==> src/rtl/param_shift_packer.sv <==
// Serial-in/parallel-out packer: gathers IN_W-bit chunks into OUT_W-bit words and holds
// each finished word until the consumer takes it.
module param_shift_packer #(
  parameter int IN_W      = 8,
  parameter int OUT_W     = 96,
  parameter bit MSB_FIRST = 1'b1,
  localparam int N        = OUT_W / IN_W,
  localparam int CW       = $clog2(N + 1)
) (
  input  logic             clock,
  input  logic             rst_n,
  input  logic             flush,
  input  logic [IN_W-1:0]  in_data,
  input  logic             in_valid,
  input  logic             in_last,
  output logic             in_ready,
  output logic [OUT_W-1:0] out_data,
  output logic             out_valid,
  output logic             out_last,
  input  logic             out_ready,
  output logic [CW-1:0]    count,
  output logic             state_dbg
);

  // Handshakes: a transfer happens on a rising edge where valid and ready are both 1;
  // valid never depends on ready, and a held word stays stable until it is accepted.

  if (((OUT_W % IN_W) != 0) || ((OUT_W / IN_W) < 2)) begin : g_bad_cfg
    $error("param_shift_packer: OUT_W must be a multiple of IN_W with at least 2 chunks");
  end

  typedef enum logic {
    FILL = 1'b0,
    HOLD = 1'b1
  } state_t;

  state_t           state;
  logic [OUT_W-1:0] data_q;
  logic [CW-1:0]    count_q;
  logic             last_q;

  logic [OUT_W-1:0] ins_base;
  logic [OUT_W-1:0] ins_data;
  logic [CW-1:0]    ins_idx;
  logic [CW-1:0]    next_count;
  logic             full;
  logic             accept;
  logic             release_word;

  assign in_ready     = rst_n & ~flush & ((state == FILL) | out_ready);
  assign accept       = in_valid & in_ready;
  assign release_word = (state == HOLD) & out_ready;

  // A chunk taken while a word is being released starts the next word in slot 0.
  always_comb begin
    ins_base = (state == FILL) ? data_q : '0;
    ins_idx  = (state == FILL) ? count_q : '0;
    ins_data = ins_base;
    for (int i = 0; i < N; i++) begin
      if (ins_idx == CW'(i)) begin
        ins_data[(MSB_FIRST ? (N - 1 - i) : i) * IN_W +: IN_W] = in_data;
      end
    end
  end

  assign next_count = ins_idx + CW'(1);
  assign full       = (next_count == CW'(N));

  always_ff @(posedge clock) begin
    if (!rst_n) begin
      state   <= FILL;
      data_q  <= '0;
      count_q <= '0;
      last_q  <= 1'b0;
    end else if (flush) begin
      state   <= FILL;
      data_q  <= '0;
      count_q <= '0;
      last_q  <= 1'b0;
    end else if (accept) begin
      data_q  <= ins_data;
      count_q <= next_count;
      state   <= (full || in_last) ? HOLD : FILL;
      last_q  <= in_last & ~full;
    end else if (release_word) begin
      state   <= FILL;
      data_q  <= '0;
      count_q <= '0;
      last_q  <= 1'b0;
    end
  end

  assign out_data  = data_q;
  assign out_valid = (state == HOLD);
  assign out_last  = last_q;
  assign count     = count_q;
  assign state_dbg = state;

endmodule
==> config.mk <==
export PLATFORM = sky130hd
export DESIGN_NAME = param_shift_packer
export DESIGN_NICKNAME = d
export VERILOG_FILES = /design/src/rtl/param_shift_packer.sv
export SDC_FILE = /design/constraint.sdc
export NUM_CORES = 1
export LEC_CHECK = 0
export ABC_AREA = 0
export CAP_MARGIN = 10
export CORE_MARGIN = 4
export CORE_UTILIZATION = 45
export DETAILED_ROUTE_END_ITERATION = 8
export PLACE_DENSITY = 0.75
export SLEW_MARGIN = 20
export SYNTH_ARGS = -nofsm -noshare
export SYNTH_HDL_FRONTEND = slang
export SYNTH_SLANG_ARGS = --single-unit
==> constraint.sdc <==
create_clock -name clock -period 2.5 [get_ports clock]
set_clock_uncertainty 0.05 [all_clocks]
set_input_delay 0.5 -clock clock [delete_from_list [all_inputs] [get_ports clock]]
set_output_delay 0.5 -clock clock [all_outputs]
set_load 0.02 [all_outputs]
==> flow_results.xml, run 1 <==
<?xml version="1.0" encoding="UTF-8"?>
<metrics>
  <group name="drt">
    <metric name="route.vias.total" unit="">3510</metric>
    <metric name="drt.antenna.violating_nets" unit="">0</metric>
    <metric name="drt-total-wl" unit="µm">11700</metric>
    <metric name="wire_per_inst" unit="µm">19.4</metric>
    <metric name="detail_route.iter0.violations" unit="">255</metric>
    <metric name="vias_per_cell" unit="">5.84</metric>
    <metric name="drc" unit="">0</metric>
    <metric name="detailedRoute.firstPassIterationCount" unit="">5</metric>
  </group>
  <group name="logic_synthesis">
    <metric name="post_synth_edffs" unit="">0</metric>
    <metric name="synth_cell_type_count" unit="">54</metric>
    <metric name="ys_async_sr_fraction" unit="">0</metric>
    <metric name="yosysWarnings" unit="">0</metric>
    <metric name="ys_seq_area_frac" unit="">0.487</metric>
    <metric name="syn-mean-instance-area" unit="µm²">11.1</metric>
    <metric name="synth_top_flop_cell" unit="">sky130_fd_sc_hd__dfxtp_1</metric>
    <metric name="netlist_instances" unit="">378</metric>
    <metric name="syn-cell-area" unit="µm²">4190</metric>
    <metric name="synth.net_count" unit="">395</metric>
    <metric name="ys_ff_latch" unit="">102</metric>
  </group>
  <group name="grt">
    <metric name="overflow" unit="">0</metric>
    <metric name="grt.total_usage" unit="">0.211</metric>
    <metric name="first_global_vias" unit="">3332</metric>
    <metric name="antenna_found_initial" unit="">0</metric>
    <metric name="grt_first_pass_wirelength" unit="µm">18400</metric>
    <metric name="grt_max_degree" unit="">62</metric>
  </group>
  <group name="clock_tree">
    <metric name="insertion_delay" unit="ps">370</metric>
    <metric name="clkTransAtPathRegs" unit="ps">100</metric>
    <metric name="cts-root-to-sink-buffers" unit="">2</metric>
    <metric name="tritoncts" unit="">yes</metric>
    <metric name="cts_hold_repair.buffers" unit="">0</metric>
    <metric name="cts_num_sinks" unit="">102</metric>
    <metric name="htree_num_levels" unit="">3</metric>
    <metric name="cts_root_buffer" unit="">sky130_fd_sc_hd__clkbuf_8</metric>
    <metric name="tritoncts.num_buffers" unit="">9</metric>
  </group>
  <group name="setup_path">
    <metric name="worst-path-max-fanout" unit="">2</metric>
    <metric name="timing.critical_path.from" unit="">flush</metric>
    <metric name="critPathKind" unit="">in2out</metric>
    <metric name="crit-reg2reg-launch" unit="">count[0]</metric>
    <metric name="critical_path_required" unit="ps">1950</metric>
    <metric name="critPathLaunchType" unit="">primary input</metric>
    <metric name="arrival_worst_endpoint" unit="ps">1880</metric>
    <metric name="critPathCaptureType" unit="">output port</metric>
  </group>
  <group name="pwr">
    <metric name="pwr-share-seq" unit="">0.577</metric>
    <metric name="p_int" unit="mW">2.10</metric>
    <metric name="max-vdd-ir-drop" unit="V">0.000314</metric>
    <metric name="p_leak" unit="nW">1.89</metric>
    <metric name="post-layout-total-power" unit="mW">2.84</metric>
    <metric name="cellPowerDensity" unit="nW/µm²">506</metric>
    <metric name="switching_share_of_total_power" unit="">0.261</metric>
    <metric name="comb_power_share" unit="">0.069</metric>
    <metric name="clkPwrFrac" unit="">0.355</metric>
    <metric name="net-switching-power" unit="µW">740</metric>
  </group>
  <group name="placement">
    <metric name="portBuffers" unit="">117</metric>
    <metric name="hpwlAfterDp" unit="µm">8350</metric>
    <metric name="dp.cells" unit="">585</metric>
    <metric name="dpl_worst_slack" unit="ps">32.1</metric>
    <metric name="place_congestion" unit="">0.792</metric>
  </group>
  <group name="layout">
    <metric name="num-nets-final" unit="">505</metric>
    <metric name="register_area" unit="µm²">2040</metric>
    <metric name="filler_cell_count" unit="">699</metric>
    <metric name="multi_input_comb_area" unit="µm²">1910</metric>
    <metric name="layout-area-overhead-vs-synth" unit="%">33.8</metric>
    <metric name="fraction_of_final_layout_cells_sized_beyond_drive_strength_1" unit="">0.150</metric>
    <metric name="post_layout_nonfiller_instances" unit="">601</metric>
    <metric name="insertedDiodeCount" unit="">0</metric>
  </group>
  <group name="status">
    <metric name="outcome" unit="">completed</metric>
  </group>
  <group name="hold_path">
    <metric name="hold_path_startpoint" unit="">out_data[64]</metric>
    <metric name="hp-class" unit="">reg2reg</metric>
  </group>
  <group name="timing">
    <metric name="finalCritPeriodShare" unit="">0.973</metric>
    <metric name="total_count_of_max_transition_violations_in_the_final_report" unit="">0</metric>
    <metric name="maxSlewHeadroom" unit="">0.622</metric>
    <metric name="rsz0062_at_grt" unit="">no</metric>
    <metric name="timing.setup.tns" unit="ps">0</metric>
    <metric name="finalWorstSetupSlack" unit="ps">66.7</metric>
    <metric name="finalCriticalPeriod" unit="ps">2430</metric>
    <metric name="worst_max_slew_pin_slew" unit="ps">566</metric>
    <metric name="timing_hold_violations_final" unit="">0</metric>
    <metric name="max_freq" unit="MHz">411</metric>
    <metric name="count_of_final_setup_violators" unit="">0</metric>
  </group>
  <group name="die">
    <metric name="die-width" unit="µm">105</metric>
    <metric name="area_enclosed_by_the_die_boundary" unit="µm²">10900</metric>
    <metric name="design.core.area" unit="µm²">8890</metric>
    <metric name="die_height" unit="µm">105</metric>
    <metric name="initial_utilization" unit="">0.471</metric>
    <metric name="io_pins" unit="">118</metric>
    <metric name="std_cell_rows" unit="">34</metric>
  </group>
  <group name="flow_run">
    <metric name="cap_viol_max_count" unit="">0</metric>
  </group>
</metrics>
-- layer usage --
metal	wire length, µm	global-route usage	up-vias
li1	-	-	1681
met1	5350	0.284	1678
met2	5330	0.329	136
met3	866	0.0602	15
met4	131	0.0636	0
met5	0	0	-
-- worst paths after layout --
check | to | slack [ps] | cells past startpoint
worst max-delay path | in_ready | 70 | 4
worst min-delay path | out_data[64] | 410 | 2
worst max register to register | out_data[55] | 510 | 6
worst min register to register | out_data[64] | 410 | 2
-- cell usage after synthesis, types with 4 or more instances --
cell                       number  area [µm²]
sky130_fd_sc_hd__nor2_1         4        15.0
sky130_fd_sc_hd__nand3_1        6        30.0
sky130_fd_sc_hd__a22o_1        16         140
sky130_fd_sc_hd__clkbuf_1       7        26.3
sky130_fd_sc_hd__nand2_1       52         195
sky130_fd_sc_hd__a22oi_4        5         106
sky130_fd_sc_hd__nor3_4         7         114
sky130_fd_sc_hd__buf_4          7        52.6
sky130_fd_sc_hd__buf_6          6        67.6
sky130_fd_sc_hd__o22ai_1       40         250
sky130_fd_sc_hd__inv_1          4        15.0
sky130_fd_sc_hd__buf_2         10        50.1
sky130_fd_sc_hd__or3_4          8        90.1
sky130_fd_sc_hd__a32o_1        40         400
sky130_fd_sc_hd__dfxtp_1      102        2040
-- through the flow --
stage	hold slack (ps)	utilization	area [µm²]
final	411	0.631	5610
after global routing	426	0.631	5610
after CTS	411	0.630	5610
after detailed placement	397	0.608	5410
after global placement	393	0.608	5410
after floorplan	483	-	4190
-- layout make-up --
class	count	share of cell area
Multi-Input combinational cell	238	0.341
Sequential cell	102	0.364
Tap cell	108	0.0241
Timing Repair Buffer	133	0.233
Clock buffer	9	0.0221
Clock inverter	7	0.0132
Inverter	4	0.00268
-- timing repair --
action / 4_1_cts / 5_1_grt
setup buffers: 0 / 0
gates resized for setup: 0 / 1
setup endpoints to repair: 0 / 2
-- power by group through the flow --
stage,registers (mW),clock network (mW),logic [mW]
after global placement,1.67,0,0.191
final,1.64,1.01,0.195
after CTS,1.64,1.03,0.194
after global routing,1.64,1.10,0.208
after floorplan,1.68,0,0.113
after detailed placement,1.67,0,0.193
-- sequential cells by signal (all words and copies together) (netlist names) --
register / flops
out_data: 96
count: 4
out_last: 1
out_valid: 1
-- layout by cell type (no fill, tap or decap), types with 3 or more instances in the layout --
cell type,count
sky130_fd_sc_hd__dfxtp_1,101
sky130_fd_sc_hd__nand3_1,6
sky130_fd_sc_hd__clkbuf_8,9
sky130_fd_sc_hd__nor3_4,7
sky130_fd_sc_hd__o22ai_1,40
sky130_fd_sc_hd__inv_1,4
sky130_fd_sc_hd__clkdlybuf4s50_1,117
sky130_fd_sc_hd__a32o_1,40
sky130_fd_sc_hd__nand4b_1,3
sky130_fd_sc_hd__nand2_1,52
sky130_fd_sc_hd__nor2_1,4
sky130_fd_sc_hd__a22oi_4,5
sky130_fd_sc_hd__a21oi_1,3
sky130_fd_sc_hd__a22o_1,16
sky130_fd_sc_hd__or3_4,8
sky130_fd_sc_hd__ha_1,3
sky130_fd_sc_hd__clkinv_4,3
sky130_fd_sc_hd__buf_4,15
sky130_fd_sc_hd__and4bb_2,3
sky130_fd_sc_hd__o22ai_2,3
-- kinds of logic after synthesis --
| group | after synthesis | synth area share |
|---|---|---|
| adders and majority gates | 3 | 0.00896 |
| xor gates and xnor gates | 1 | 0.00209 |
| buffers and inverters | 38 | 0.0576 |
| DFF | 102 | 0.487 |
| AOI/OAI and AO/OA | 120 | 0.259 |
| and+or+nand+nor | 114 | 0.185 |
-- worst max-delay path: stages --
cell                              delay [ps]
sky130_fd_sc_hd__clkdlybuf4s50_1         440
sky130_fd_sc_hd__nand2b_4                160
sky130_fd_sc_hd__nor2_1                  130
sky130_fd_sc_hd__clkdlybuf4s50_1         650
No activity file was read; power rests on OpenSTA's default activity.
==> inputs of run 2 (changes only) <==
--- a/config.mk
+++ b/config.mk
@@ -11,6 +11,7 @@
 export CORE_UTILIZATION = 45
 export DETAILED_ROUTE_END_ITERATION = 8
 export PLACE_DENSITY = 0.75
+export SETUP_SLACK_MARGIN = 0.15
 export SLEW_MARGIN = 20
 export SYNTH_ARGS = -nofsm -noshare
 export SYNTH_HDL_FRONTEND = slang
==> run 2 against run 1 <==
  * First-iteration DRC count did not move
  * Cell count did not move
  * Critical path depth is 2 lower
  * Non-clock buffer count stayed put
  * Maximum frequency rose by 7.4%
  * Largest power group unchanged
==> flow_results.xml, run 2 (synthesized netlist as in run 1, its figures left out) <==
<?xml version="1.0" encoding="UTF-8"?>
<metrics>
  <group name="setup_path">
    <metric name="regToRegSetupSlack" unit="ps">500</metric>
    <metric name="worst-path-max-fanout" unit="">18</metric>
    <metric name="critPathKind" unit="">reg2out</metric>
    <metric name="critical-path-max-stage-delay" unit="ps">630</metric>
    <metric name="crit-reg2reg-launch" unit="">out_valid</metric>
    <metric name="crit_chain" unit="">buf_6 &gt; clkdlybuf4s50_1</metric>
    <metric name="critPathCaptureType" unit="">output port</metric>
    <metric name="worstRegToRegCells" unit="">6</metric>
    <metric name="arrival_worst_endpoint" unit="ps">1720</metric>
    <metric name="cp_slowest_cell" unit="">sky130_fd_sc_hd__clkdlybuf4s50_1</metric>
    <metric name="critical_path_required" unit="ps">1950</metric>
    <metric name="r2r-end" unit="">out_data[55]</metric>
    <metric name="critPathLaunchType" unit="">flip-flop</metric>
  </group>
  <group name="layout">
    <metric name="largest_register_ff_count" unit="">96</metric>
    <metric name="final_core_util" unit="">0.631</metric>
    <metric name="layout.cells.most_common_list" unit="">sky130_fd_sc_hd__clkdlybuf4s50_1 (116), sky130_fd_sc_hd__dfxtp_1 (101), sky130_fd_sc_hd__nand2_1 (52)</metric>
    <metric name="fraction_of_final_layout_cells_sized_beyond_drive_strength_1" unit="">0.150</metric>
    <metric name="register_area" unit="µm²">2040</metric>
    <metric name="insertedDiodeCount" unit="">0</metric>
    <metric name="filler_cell_count" unit="">698</metric>
    <metric name="num-nets-final" unit="">505</metric>
    <metric name="multi_input_comb_area" unit="µm²">1910</metric>
    <metric name="layout_commonest_cell" unit="">sky130_fd_sc_hd__clkdlybuf4s50_1</metric>
    <metric name="layout-area-overhead-vs-synth" unit="%">33.8</metric>
    <metric name="post_layout_nonfiller_instances" unit="">601</metric>
  </group>
  <group name="pwr">
    <metric name="cellPowerDensity" unit="nW/µm²">506</metric>
    <metric name="p_leak" unit="nW">1.90</metric>
    <metric name="max-vdd-ir-drop" unit="V">0.000314</metric>
    <metric name="post-layout-total-power" unit="mW">2.84</metric>
  </group>
  <group name="drt">
    <metric name="detail_route.iter0.violations" unit="">255</metric>
    <metric name="drt.antenna.violating_nets" unit="">0</metric>
    <metric name="route.vias.total" unit="">3520</metric>
    <metric name="wire_per_inst" unit="µm">19.5</metric>
    <metric name="detailedRoute.firstPassIterationCount" unit="">5</metric>
    <metric name="drc" unit="">0</metric>
    <metric name="vias_per_cell" unit="">5.86</metric>
    <metric name="drt-total-wl" unit="µm">11700</metric>
  </group>
  <group name="placement">
    <metric name="place_congestion" unit="">0.792</metric>
    <metric name="dp.cells" unit="">585</metric>
    <metric name="portBuffers" unit="">117</metric>
    <metric name="hpwlAfterDp" unit="µm">8350</metric>
  </group>
  <group name="flow_run">
    <metric name="cap_viol_max_count" unit="">0</metric>
  </group>
  <group name="clock_tree">
    <metric name="cts_setup_buffers" unit="">0</metric>
    <metric name="cts_num_sinks" unit="">102</metric>
    <metric name="cts_root_buffer" unit="">sky130_fd_sc_hd__clkbuf_8</metric>
    <metric name="tritoncts" unit="">yes</metric>
    <metric name="tritoncts.num_buffers" unit="">9</metric>
    <metric name="clkTransAtPathRegs" unit="ps">100</metric>
    <metric name="cts_hold_repair.buffers" unit="">0</metric>
    <metric name="insertion_delay" unit="ps">370</metric>
    <metric name="htree_num_levels" unit="">3</metric>
    <metric name="cts-root-to-sink-buffers" unit="">2</metric>
  </group>
  <group name="grt">
    <metric name="first_global_vias" unit="">3332</metric>
    <metric name="overflow" unit="">0</metric>
    <metric name="antenna_found_initial" unit="">0</metric>
    <metric name="grt_max_degree" unit="">62</metric>
    <metric name="grt_first_pass_wirelength" unit="µm">18400</metric>
    <metric name="grt.total_usage" unit="">0.211</metric>
  </group>
  <group name="die">
    <metric name="area_enclosed_by_the_die_boundary" unit="µm²">10900</metric>
    <metric name="std_cell_rows" unit="">34</metric>
    <metric name="design.core.area" unit="µm²">8890</metric>
    <metric name="initial_utilization" unit="">0.471</metric>
    <metric name="die_height" unit="µm">105</metric>
    <metric name="die-width" unit="µm">105</metric>
    <metric name="io_pins" unit="">118</metric>
  </group>
  <group name="timing">
    <metric name="timing_hold_violations_final" unit="">0</metric>
    <metric name="worst_max_slew_pin_slew" unit="ps">566</metric>
    <metric name="count_of_final_setup_violators" unit="">0</metric>
    <metric name="finalCriticalPeriod" unit="ps">2270</metric>
    <metric name="rsz0062_at_grt" unit="">no</metric>
    <metric name="timing.setup.tns" unit="ps">0</metric>
    <metric name="total_count_of_max_transition_violations_in_the_final_report" unit="">0</metric>
    <metric name="max_freq" unit="MHz">441</metric>
    <metric name="maxSlewHeadroom" unit="">0.622</metric>
    <metric name="finalCritPeriodShare" unit="">0.906</metric>
  </group>
  <group name="hold_path">
    <metric name="min_path_cells" unit="">2</metric>
    <metric name="hold_path_startpoint" unit="">out_data[64]</metric>
    <metric name="hp-class" unit="">reg2reg</metric>
    <metric name="worst_hold_path.endpoint" unit="">out_data[64]</metric>
  </group>
  <group name="status">
    <metric name="outcome" unit="">completed</metric>
  </group>
</metrics>
## run 2: through the flow
| stage | hold slack, ps | cell area, µm² | worst slack [ps] |
|---|---|---|---|
| after floorplan | 483 | 4190 | 289 |
| after global placement | 393 | 5410 | 38.6 |
| after detailed placement | 397 | 5410 | 32.1 |
| after CTS | 411 | 5610 | 151 |
| after global routing | 426 | 5610 | 161 |
| final | 410 | 5610 | 235 |
## run 2: area by class of cell
type,instances,area share
Multi-Input combinational cell,238,0.341
Clock inverter,7,0.0132
Inverter,4,0.00268
Timing Repair Buffer,133,0.233
Clock buffer,9,0.0221
Sequential cell,102,0.364
Tap cell,108,0.0241
## run 2: metal layers
layer	track usage	wire [µm]	vias up
met5	0	0	-
met4	0.0636	131	0
met2	0.329	5350	141
met1	0.284	5370	1681
met3	0.0602	876	15
li1	-	-	1683
## run 2: how the worst max path moves through the flow
| stage | cells past startpoint | start | slack (ps) | endpoint |
|---|---|---|---|---|
| after floorplan | 9 | out_valid | 290 | out_data[17] |
| after global placement | 4 | rst_n | 40 | in_ready |
| after detailed placement | 4 | flush | 30 | in_ready |
| after CTS | 2 | out_valid | 150 | state_dbg |
| after global routing | 2 | out_valid | 160 | state_dbg |
| final | 2 | out_valid | 230 | state_dbg |
## run 2: worst max-delay path, delay by kind of cell, from the launching register on
kind     cells  cell delay, ps
buf+inv      2             870
flops        1             470
## run 2: where the power goes
group          internal [mW]  switching [mW]
logic                 0.0749           0.120
registers               1.63         0.00658
clock network          0.393           0.616
total                   2.10           0.742
## run 2: timing repair
action / 4_1_cts / 5_1_grt
hold endpoints to repair: 0 / 0
gates resized for setup: 2 / 1
setup endpoints to repair: 3 / 2
pin swaps: 0 / 0
